**src/rtl/rv32_decode_pkg.sv**
```systemverilog
// ---------------------------------------------------------------------------
// rv32_decode_pkg
// Shared decode definitions for the stage-2 decode controller: RV32I major
// opcodes, the one-entry pipeline register state encoding, and small helpers
// that say which source registers an opcode actually reads.
// No ports (package).
// ---------------------------------------------------------------------------
package rv32_decode_pkg;

    // RV32I major opcodes (instr[6:0]) that the decode stage cares about
    localparam logic [6:0] OP_IMM    = 7'b0010011;
    localparam logic [6:0] OP_LOAD   = 7'b0000011;
    localparam logic [6:0] OP_STORE  = 7'b0100011;
    localparam logic [6:0] OP_BRANCH = 7'b1100011;
    localparam logic [6:0] OP_LUI    = 7'b0110111;
    localparam logic [6:0] OP_AUIPC  = 7'b0010111;
    localparam logic [6:0] OP_JAL    = 7'b1101111;
    localparam logic [6:0] OP_REG    = 7'b0110011;

    // Saturation value of the load-use bubble counter
    localparam logic [15:0] STALL_MAX = 16'hFFFF;

    // Occupancy of the single decode entry
    typedef enum logic {
        ST_EMPTY = 1'b0,
        ST_FULL  = 1'b1
    } state_e;

    // rs1 is read by everything except the formats that have no rs1 field
    function automatic logic usesRs1(input logic [6:0] opcode);
        return !((opcode == OP_LUI) || (opcode == OP_AUIPC) || (opcode == OP_JAL));
    endfunction

    // rs2 is only read by stores, branches and register-register ALU ops
    function automatic logic usesRs2(input logic [6:0] opcode);
        return (opcode == OP_STORE) || (opcode == OP_BRANCH) || (opcode == OP_REG);
    endfunction

endpackage : rv32_decode_pkg

```
**src/rtl/stage2_decode_ctrl_imm_extract.sv**
```systemverilog
// ---------------------------------------------------------------------------
// imm_extract
// Purely combinational RV32I immediate generator. Produces the sign-extended
// immediate for I/load, S, B and J formats, the upper immediate for U, and
// zero for every other opcode.
// Ports:
//   i_instr  in  32  raw instruction word
//   o_imm    out 32  decoded immediate
// ---------------------------------------------------------------------------
module imm_extract
    import rv32_decode_pkg::*;
(
    input  logic [31:0] i_instr,
    output logic [31:0] o_imm
);

    logic [6:0] w_opcode;
    assign w_opcode = i_instr[6:0];

    // Format select on the major opcode. B and J immediates are halfword
    // offsets, so their bit 0 is always zero.
    always_comb begin
        o_imm = '0;
        case (w_opcode)
            OP_IMM, OP_LOAD:
                o_imm = {{20{i_instr[31]}}, i_instr[31:20]};
            OP_STORE:
                o_imm = {{20{i_instr[31]}}, i_instr[31:25], i_instr[11:7]};
            OP_BRANCH:
                o_imm = {{19{i_instr[31]}}, i_instr[31], i_instr[7],
                         i_instr[30:25], i_instr[11:8], 1'b0};
            OP_LUI, OP_AUIPC:
                o_imm = {i_instr[31:12], 12'b0};
            OP_JAL:
                o_imm = {{11{i_instr[31]}}, i_instr[31], i_instr[19:12],
                         i_instr[20], i_instr[30:21], 1'b0};
            default:
                o_imm = '0;
        endcase
    end

endmodule : imm_extract

```
**src/rtl/stage2_decode_ctrl.sv**
```systemverilog
// ---------------------------------------------------------------------------
// stage2_decode_ctrl
// One-entry decode pipeline register between fetch and execute. Captures the
// instruction, PC, register specifiers and immediate on accept, offers the
// entry to execute, supports back-to-back streaming, flush on redirect and
// (optionally) a load-use interlock with a saturating bubble counter.
//
// Optional feature: define STAGE2_LOAD_USE_INTERLOCK_EN to compile in the
// load-use hazard detection and stall counter. Without it the hazard is
// constant 0, ex_is_load/ex_rd are ignored and stall_cnt stays 0.
//
// Ports:
//   clk          in   1   clock, rising edge
//   reset_n      in   1   asynchronous active-low reset
//   if_valid     in   1   fetch presents an instruction
//   if_instr     in  32   fetched instruction
//   if_pc        in  32   PC of if_instr
//   if_ready     out  1   decode accepts if_instr this cycle
//   id_valid     out  1   decoded entry offered to execute
//   id_instr     out 32   registered instruction
//   id_pc        out 32   registered PC
//   id_imm       out 32   registered immediate
//   id_rs1/2/rd  out  5   registered register specifiers
//   ex_ready     in   1   execute accepts the entry
//   ex_is_load   in   1   instruction in execute is a load
//   ex_rd        in   5   destination of the instruction in execute
//   flush        in   1   discard held entry and any concurrent fetch
//   stall_cnt    out 16   saturating count of load-use bubble cycles
// ---------------------------------------------------------------------------
module stage2_decode_ctrl
    import rv32_decode_pkg::*;
(
    input  logic        clk,
    input  logic        reset_n,
    input  logic        if_valid,
    input  logic [31:0] if_instr,
    input  logic [31:0] if_pc,
    output logic        if_ready,
    output logic        id_valid,
    output logic [31:0] id_instr,
    output logic [31:0] id_pc,
    output logic [31:0] id_imm,
    output logic [4:0]  id_rs1,
    output logic [4:0]  id_rs2,
    output logic [4:0]  id_rd,
    input  logic        ex_ready,
    input  logic        ex_is_load,
    input  logic [4:0]  ex_rd,
    input  logic        flush,
    output logic [15:0] stall_cnt
);

    state_e      r_state;
    state_e      w_stateNext;
    logic [31:0] r_instr;
    logic [31:0] r_pc;
    logic [31:0] r_imm;
    logic [4:0]  r_rs1;
    logic [4:0]  r_rs2;
    logic [4:0]  r_rd;
    logic [31:0] w_imm;
    logic        w_hazard;
    logic        w_idValid;
    logic        w_leave;
    logic        w_ifReady;
    logic        w_accept;

    // Immediate is decoded from the incoming word so it can be registered
    // alongside the instruction on accept.
    imm_extract u_imm_extract (
        .i_instr (if_instr),
        .o_imm   (w_imm)
    );

`ifdef STAGE2_LOAD_USE_INTERLOCK_EN
    logic [6:0]  w_opcode;
    logic        w_rs1Hit;
    logic        w_rs2Hit;
    logic [15:0] r_stallCnt;

    assign w_opcode = r_instr[6:0];
    assign w_rs1Hit = (ex_rd == r_rs1) && usesRs1(w_opcode);
    assign w_rs2Hit = (ex_rd == r_rs2) && usesRs2(w_opcode);

    // x0 is never a real dependency, so a load targeting x0 never stalls.
    assign w_hazard = (r_state == ST_FULL) && ex_is_load && (ex_rd != 5'd0)
                      && (w_rs1Hit || w_rs2Hit);

    // Bubble counter: a flushed cycle is not a bubble since the entry is
    // being thrown away anyway.
    always_ff @(posedge clk or negedge reset_n) begin
        if (!reset_n) begin
            r_stallCnt <= '0;
        end else if (w_hazard && !flush && (r_stallCnt != STALL_MAX)) begin
            r_stallCnt <= r_stallCnt + 16'd1;
        end
    end

    assign stall_cnt = r_stallCnt;
`else
    logic w_unused;

    assign w_unused  = ^{ex_is_load, ex_rd};
    assign w_hazard  = 1'b0;
    assign stall_cnt = '0;
`endif

    // Handshake terms. Flush dominates everything: it hides the entry from
    // execute and refuses fetch in the same cycle.
    assign w_idValid = (r_state == ST_FULL) && !w_hazard && !flush;
    assign w_leave   = w_idValid && ex_ready;
    assign w_ifReady = !flush && ((r_state == ST_EMPTY) || w_leave);
    assign w_accept  = if_valid && w_ifReady;

    assign id_valid  = w_idValid;
    assign if_ready  = w_ifReady;

    // State register
    always_ff @(posedge clk or negedge reset_n) begin
        if (!reset_n) begin
            r_state <= ST_EMPTY;
        end else begin
            r_state <= w_stateNext;
        end
    end

    // Next state: accept keeps/makes the stage full even when the old entry
    // leaves in the same cycle, which gives bubble-free streaming.
    always_comb begin
        w_stateNext = r_state;
        if (flush) begin
            w_stateNext = ST_EMPTY;
        end else if (w_accept) begin
            w_stateNext = ST_FULL;
        end else if (w_leave) begin
            w_stateNext = ST_EMPTY;
        end
    end

    // Data registers only move on accept; going empty leaves them as-is.
    always_ff @(posedge clk or negedge reset_n) begin
        if (!reset_n) begin
            r_instr <= '0;
            r_pc    <= '0;
            r_imm   <= '0;
            r_rs1   <= '0;
            r_rs2   <= '0;
            r_rd    <= '0;
        end else if (w_accept) begin
            r_instr <= if_instr;
            r_pc    <= if_pc;
            r_imm   <= w_imm;
            r_rs1   <= if_instr[19:15];
            r_rs2   <= if_instr[24:20];
            r_rd    <= if_instr[11:7];
        end
    end

    assign id_instr = r_instr;
    assign id_pc    = r_pc;
    assign id_imm   = r_imm;
    assign id_rs1   = r_rs1;
    assign id_rs2   = r_rs2;
    assign id_rd    = r_rd;

endmodule : stage2_decode_ctrl

```
**config.mk**
```make
export PLATFORM = sky130hd
export DESIGN_NAME = stage2_decode_ctrl
export DESIGN_NICKNAME = d
export VERILOG_FILES = /design/src/rtl/rv32_decode_pkg.sv /design/src/rtl/stage2_decode_ctrl_imm_extract.sv /design/src/rtl/stage2_decode_ctrl.sv
export SDC_FILE = /design/constraint.sdc
export NUM_CORES = 1
export LEC_CHECK = 0
export ABC_AREA = 0
export CORE_MARGIN = 8
export CORE_UTILIZATION = 37
export CTS_BUF_LIST = sky130_fd_sc_hd__clkbuf_8 sky130_fd_sc_hd__clkbuf_16
export CTS_CLUSTER_DIAMETER = 80
export CTS_CLUSTER_SIZE = 10
export DETAILED_ROUTE_END_ITERATION = 12
export PLACE_DENSITY = 0.86
export SLEW_MARGIN = 20
export SYNTH_ARGS = -nofsm -noshare
export SYNTH_HDL_FRONTEND = slang
export SYNTH_HIERARCHICAL = 1
export SYNTH_SLANG_ARGS = --single-unit
```
**constraint.sdc**
```tcl
create_clock -name clk -period 1.8 [get_ports clk]
set_clock_uncertainty 0.1 [all_clocks]
set_input_delay 0.18 -clock clk [delete_from_list [all_inputs] [get_ports clk]]
set_output_delay 0.18 -clock clk [all_outputs]
set_load 0.02 [all_outputs]
```
==> out/results.tsv, run 1 <==
metric	value	unit
outcome	completed	
floorplan.core_area	11500	µm²
cts_tree	built	
detail_route.iter0.violations	123	
grt_max_degree	37	
tritoncts_num_sinks	97	
layoutNonFillerInstCount	642	
die_w	124	µm
firstDrtPassIters	4	
path_buf_inv	2	
avgSynthCellArea	14.1	µm²
worst_path_largest_cell_delay	0.56	ns
worst_setup_hold_path_clk_slew	0.06	ns
post_detail_place_hpwl	9660	µm
drc_errors	0	
vias	3151	
synth_enable_flop_cells	0	
multi_input_comb_area	1630	µm²
synth_top_area_cell	sky130_fd_sc_hd__dfrtp_1	
placement.io_buffers	181	
power_density	982	nW/µm²
maxClockFrequency	0.577	GHz
rd_place_congestion	0.783	
cap_violations	0	
route.final.wire_length	12300	µm
netlist_instances	309	
initial_core_util	0.379	
skew_pair_late_insertion_delay	0.34	ns
post_route_cells_drive_above_1_share	0.212	
critPathKind	in2reg	
final_net_count	569	
path_category_of_the_worst_min_delay_check	in2async	
flip_flop_and_latch_count_after_synthesis	97	
cp_top_family	buffers and inverters	
placedInstanceArea	6310	µm²
worst-endpoint-required	1.93	ns
cts.repair_timing.setup_buffer_count	0	
grt_overflow	0	
layout.area.seq	2430	µm²
cell_area_after_synthesis	4350	µm²
peakVddDrop	0.000517	V
cp_cell_instances	clkdlybuf4s50_1 -> and2b_2 -> buf_4 -> and2_1 -> a32o_1 -> mux2_2	
dieArea	15500	µm²
row_count	39	
post-route-period-util	0.962	
ys_top_cells_by_area	sky130_fd_sc_hd__dfrtp_1 56%, sky130_fd_sc_hd__mux2_2 14%, sky130_fd_sc_hd__mux2_1 10%, sky130_fd_sc_hd__buf_4 5.5%, sky130_fd_sc_hd__o2bb2ai_1 2.2%	
setup_viol_count_final	0	
clock_path_buffers	2	
yosys.area.top_type_share	0.558	
fin_total_pwr	6.55	mW
hold_viol_final	0	
worstSetupStartpointType	input port	
timing.setup.tns	0	ns
final_area	6670	µm²
grt_usage	0.159	
most-common-layout-cells	179 x sky130_fd_sc_hd__clkdlybuf4s50_1, 97 x sky130_fd_sc_hd__dfrtp_1, 56 x sky130_fd_sc_hd__mux2_2	
final.fill_count	927	
ios	204	
synthFlopType	sky130_fd_sc_hd__dfrtp_1	
floorplan.die.height	124	µm
numCtsBuffers	9	
antenna_violating_nets_post_route	0	
cellLeakagePower	2.94	nW
routed_via_density	4.91	
post-route-min-period	1.73	ns
postSynth.asyncResetShare	1.00	
cts-root-buf	sky130_fd_sc_hd__clkbuf_16	
yosys_warnings	6	
setup.worst_path.end_class	register	
ctsHtreeMaxLevel	3	
synthDistinctLibCells	33	
cp_slowest_cell	sky130_fd_sc_hd__clkdlybuf4s50_1	
slew_viol_final	0	
antennaDiodeCount	0	
layout.cells.most_common	sky130_fd_sc_hd__clkdlybuf4s50_1	
timing.critical_path.fanout_max	8	
rsz0062_at_grt	no	
placed_cells	625	
drt-wirelength-per-cell	19.1	µm
wire_length_of_the_first_global_routing_pass	19600	µm
grt_antenna_before_repair	0	
via_count_of_the_first_global_routing_pass	3469	
synth_seq_area_share	0.558	
syn2layout_area_growth	53.3	%
critPathArrivalTime	1.86	ns
## path summary, 6_finish.rpt
check	start	to	slack, ns	cells after the start
hold / removal	reset_n	id_instr[26]	0.22	2
setup / recovery	if_instr[5]	id_imm[1]	0.07	6
max in group asynchronous	reset_n	id_instr[3]	0.79	3
min in group clk	if_pc[6]	id_pc[6]	0.34	2
setup reg to reg	r_state	id_imm[1]	0.13	5
hold reg to reg	id_pc[12]	id_pc[12]	0.38	1
## Yosys cell counts (all sizes together) (2+ instances only)
cell type,number
o2bb2ai,11
o21a,2
o211a,2
buf,46
nand2,8
a21o,9
dfrtp,97
nor2b,3
nor3b,2
and2,3
mux2,96
a32o,5
nor2,12
## per-layer routing
metal  global-route usage  vias up  routed length (µm)
met5                    0        -                   0
met4               0.0617        0                 180
met3               0.0821       12                1340
met2                0.261      150                5900
met1                0.169     1571                4860
li1                     -     1418                   -
## worst reg2reg max path, stage by stage, from the launching register on
cell                      delay, ns
sky130_fd_sc_hd__dfrtp_1       0.37
sky130_fd_sc_hd__nor2b_2       0.18
sky130_fd_sc_hd__nor3b_4       0.19
sky130_fd_sc_hd__buf_4         0.18
sky130_fd_sc_hd__buf_12        0.19
sky130_fd_sc_hd__mux2_2        0.36
## cell type report
cell class | instances | share of cell area
Timing Repair Buffer | 206 | 0.313
Tap cell | 143 | 0.0268
Inverter | 1 | 0.000563
Clock inverter | 6 | 0.0158
Clock buffer | 10 | 0.0358
Multi-Input combinational cell | 179 | 0.245
Sequential cell | 97 | 0.364
## state kept, by name, summed over array words and instances (netlist names)
name	count
r_state	1
id_imm	32
id_pc	32
id_instr	28
id_rs2	4
## cell families (layout without fill, tap and decap cells)
family	Yosys count	after routing	share of synthesized area
AND/OR/NAND/NOR	35	35	0.0477
multiplexers	96	96	0.248
AO/OA/AOI/OAI	32	32	0.0635
buffers and inverters	48	223	0.0817
flip-flops	97	97	0.558
other	1	16	0.000862
## timing repair
item                                    CTS  global route
endpoints found under the setup margin    1             1
resized for setup                         1             1
endpoints found under the hold margin    31             0
hold buffers                              1             0
cloned                                    0             0
## report_power, final
| group | switching, mW | total (mW) | internal [mW] | leakage [nW] |
|---|---|---|---|---|
| Sequential | 0.145 | 2.59 | 2.45 | 1.21 |
| Clock | 0.791 | 2.18 | 1.39 | 0.172 |
| Combinational | 0.853 | 1.78 | 0.929 | 1.55 |
| Total | 1.79 | 6.55 | 4.76 | 2.94 |
## through the flow
stage                util  hold slack (ns)  setup slack, ns
floorplan               -           -0.216            0.171
global placement    0.550           0.0508           -0.208
detailed placement  0.550           0.0526           -0.254
CTS                 0.581            0.214           0.0508
global route        0.582            0.258           0.0190
finish              0.582            0.221           0.0679
Power figures use the tool's default switching activity.
==> inputs of run 2 (changes only) <==
--- a/config.mk
+++ b/config.mk
@@ -6,13 +6,14 @@
 export NUM_CORES = 1
 export LEC_CHECK = 0
 export ABC_AREA = 0
+export CORE_ASPECT_RATIO = 0.6
 export CORE_MARGIN = 8
-export CORE_UTILIZATION = 37
+export CORE_UTILIZATION = 30
 export CTS_BUF_LIST = sky130_fd_sc_hd__clkbuf_8 sky130_fd_sc_hd__clkbuf_16
 export CTS_CLUSTER_DIAMETER = 80
 export CTS_CLUSTER_SIZE = 10
 export DETAILED_ROUTE_END_ITERATION = 12
-export PLACE_DENSITY = 0.86
+export PLACE_DENSITY = 0.74
 export SLEW_MARGIN = 20
 export SYNTH_ARGS = -nofsm -noshare
 export SYNTH_HDL_FRONTEND = slang
==> out/results.tsv, run 2 (synthesis gave the netlist of run 1 again) <==
metric	value	unit
worst_path_largest_cell_delay	0.59	ns
grt_use_met1	0.152	
final.fill_count	1323	
clock_path_buffers	2	
antennaDiodeCount	0	
antenna_violating_nets_post_route	0	
cp_top_family	buffers and inverters	
syn2layout_area_growth	53.4	%
die_w	171	µm
timing.setup.tns	0	ns
utilization	0.466	
layout.cells.most_common	sky130_fd_sc_hd__clkdlybuf4s50_1	
path_buf_inv	2	
timing.critical_path.fanout_max	17	
post-route-min-period	1.75	ns
wire_length_of_the_first_global_routing_pass	18700	µm
worst_r2r_endpoint	id_imm[29]	
ios	204	
post-route-period-util	0.972	
cap_violations	0	
initial_core_util	0.304	
floorplan.core_area	14300	µm²
placement.io_buffers	181	
met3_usage	0.0703	
path_category_of_the_worst_min_delay_check	in2async	
vias	3090	
cts-root-buf	sky130_fd_sc_hd__clkbuf_16	
grt_use_met2	0.203	
skew_pair_late_insertion_delay	0.33	ns
tritoncts_num_sinks	97	
path_depth	6	
worst_r2r_startpoint	r_state	
numCtsBuffers	9	
drt-wirelength-per-cell	17.6	µm
dieArea	18700	µm²
worst-endpoint-required	1.92	ns
power_density	952	nW/µm²
most-common-layout-cells	179 x sky130_fd_sc_hd__clkdlybuf4s50_1, 97 x sky130_fd_sc_hd__dfrtp_1, 56 x sky130_fd_sc_hd__mux2_2	
cp_cell_instances	clkdlybuf4s50_1 -> and3b_4 -> a211oi_2 -> buf_12 -> o2bb2ai_1 -> mux2_2	
worstSetupStartpointType	input port	
via_count_of_the_first_global_routing_pass	3403	
floorplan.die.height	109	µm
grt_max_degree	49	
setup.worst_path.end_class	register	
post_route_cells_drive_above_1_share	0.208	
grt_usage	0.127	
drc_errors	0	
worst_setup_hold_path_clk_slew	0.07	ns
rsz0062_at_grt	no	
startpoint	if_instr[4]	
worst-r2r-cell-count	5	
post_detail_place_hpwl	9470	µm
r2r_slack	0.09	ns
firstDrtPassIters	4	
ctsHtreeMaxLevel	3	
rd_place_congestion	0.845	
cp_slowest_cell	sky130_fd_sc_hd__clkdlybuf4s50_1	
outcome	completed	
grt_overflow	0	
cellLeakagePower	2.89	nW
crit_end	id_imm[25]	
detail_route.iter0.violations	166	
row_count	34	
route.final.wire_length	12200	µm
routed_via_density	4.46	
critPathKind	in2reg	
grt-busiest-layer	met2	
setup_viol_count_final	0	
maxClockFrequency	0.571	GHz
grt_antenna_before_repair	0	
peakVddDrop	0.000394	V
cts_tree	built	
cts.repair_timing.setup_buffer_count	0	
slew_viol_final	0	
hold_viol_final	0	
critPathArrivalTime	1.87	ns
final_net_count	565	
## run 2: worst min-delay path by stage
stage	startpoint	to	depth (start not counted)
6_report	reset_n	id_instr[31]	2
5_1_grt	reset_n	id_instr[5]	2
4_1_cts	reset_n	id_instr[31]	2
3_5_place_dp	reset_n	id_instr[31]	1
3_3_place_gp	reset_n	id_instr[4]	1
2_1_floorplan	reset_n	id_imm[0]	0
## run 2: worst reg2reg max path, stage by stage (launching register included)
cell	delay (ns)
sky130_fd_sc_hd__dfrtp_1	0.37
sky130_fd_sc_hd__nor2b_2	0.17
sky130_fd_sc_hd__nor3b_4	0.19
sky130_fd_sc_hd__buf_4	0.18
sky130_fd_sc_hd__buf_12	0.20
sky130_fd_sc_hd__mux2_2	0.37
## run 2: area by class of cell
cell class | instances | area [µm²] | share of cell area
sequential | 97 | 2430 | 0.364
timing repair buffer | 202 | 2060 | 0.308
multi-input combinational | 179 | 1630 | 0.244
clock buffer | 11 | 253 | 0.0379
tap | 198 | 248 | 0.0371
clock inverter | 5 | 61.3 | 0.00918
inverter | 1 | 3.75 | 0.000562
## run 2: report_power, final
group	total, mW	internal, mW	switching [mW]
Sequential	2.59	2.45	0.147
Combinational	1.78	0.927	0.850
Clock	1.99	1.16	0.823
## run 2: per-layer routing
layer	vias to the layer above	routed length, µm
li1	1417	-
met1	1541	5020
met2	125	5510
met3	7	1600
met4	0	65
met5	-	0
## run 2: timing repair
item                                   4_1_cts  5_1_grt
pin swaps                                    0        0
setup endpoints to repair                    1       12
hold buffers                                 1        0
gates resized for setup                      1        2
endpoints found under the hold margin       97        0
## run 2: through the flow
step           std cells  hold slack, ns  total power, mW  worst slack, ns  instance area [µm²]
6_report             693           0.146             6.36           0.0501                 6680
5_1_grt              693           0.152             6.68           0.0175                 6680
4_1_cts              693           0.131             6.49           0.0447                 6670
3_5_place_dp         676         -0.0547             4.44           -0.309                 6350
3_3_place_gp         676         -0.0578             4.40           -0.226                 6350
2_1_floorplan        324          -0.216             3.50            0.171                 4410
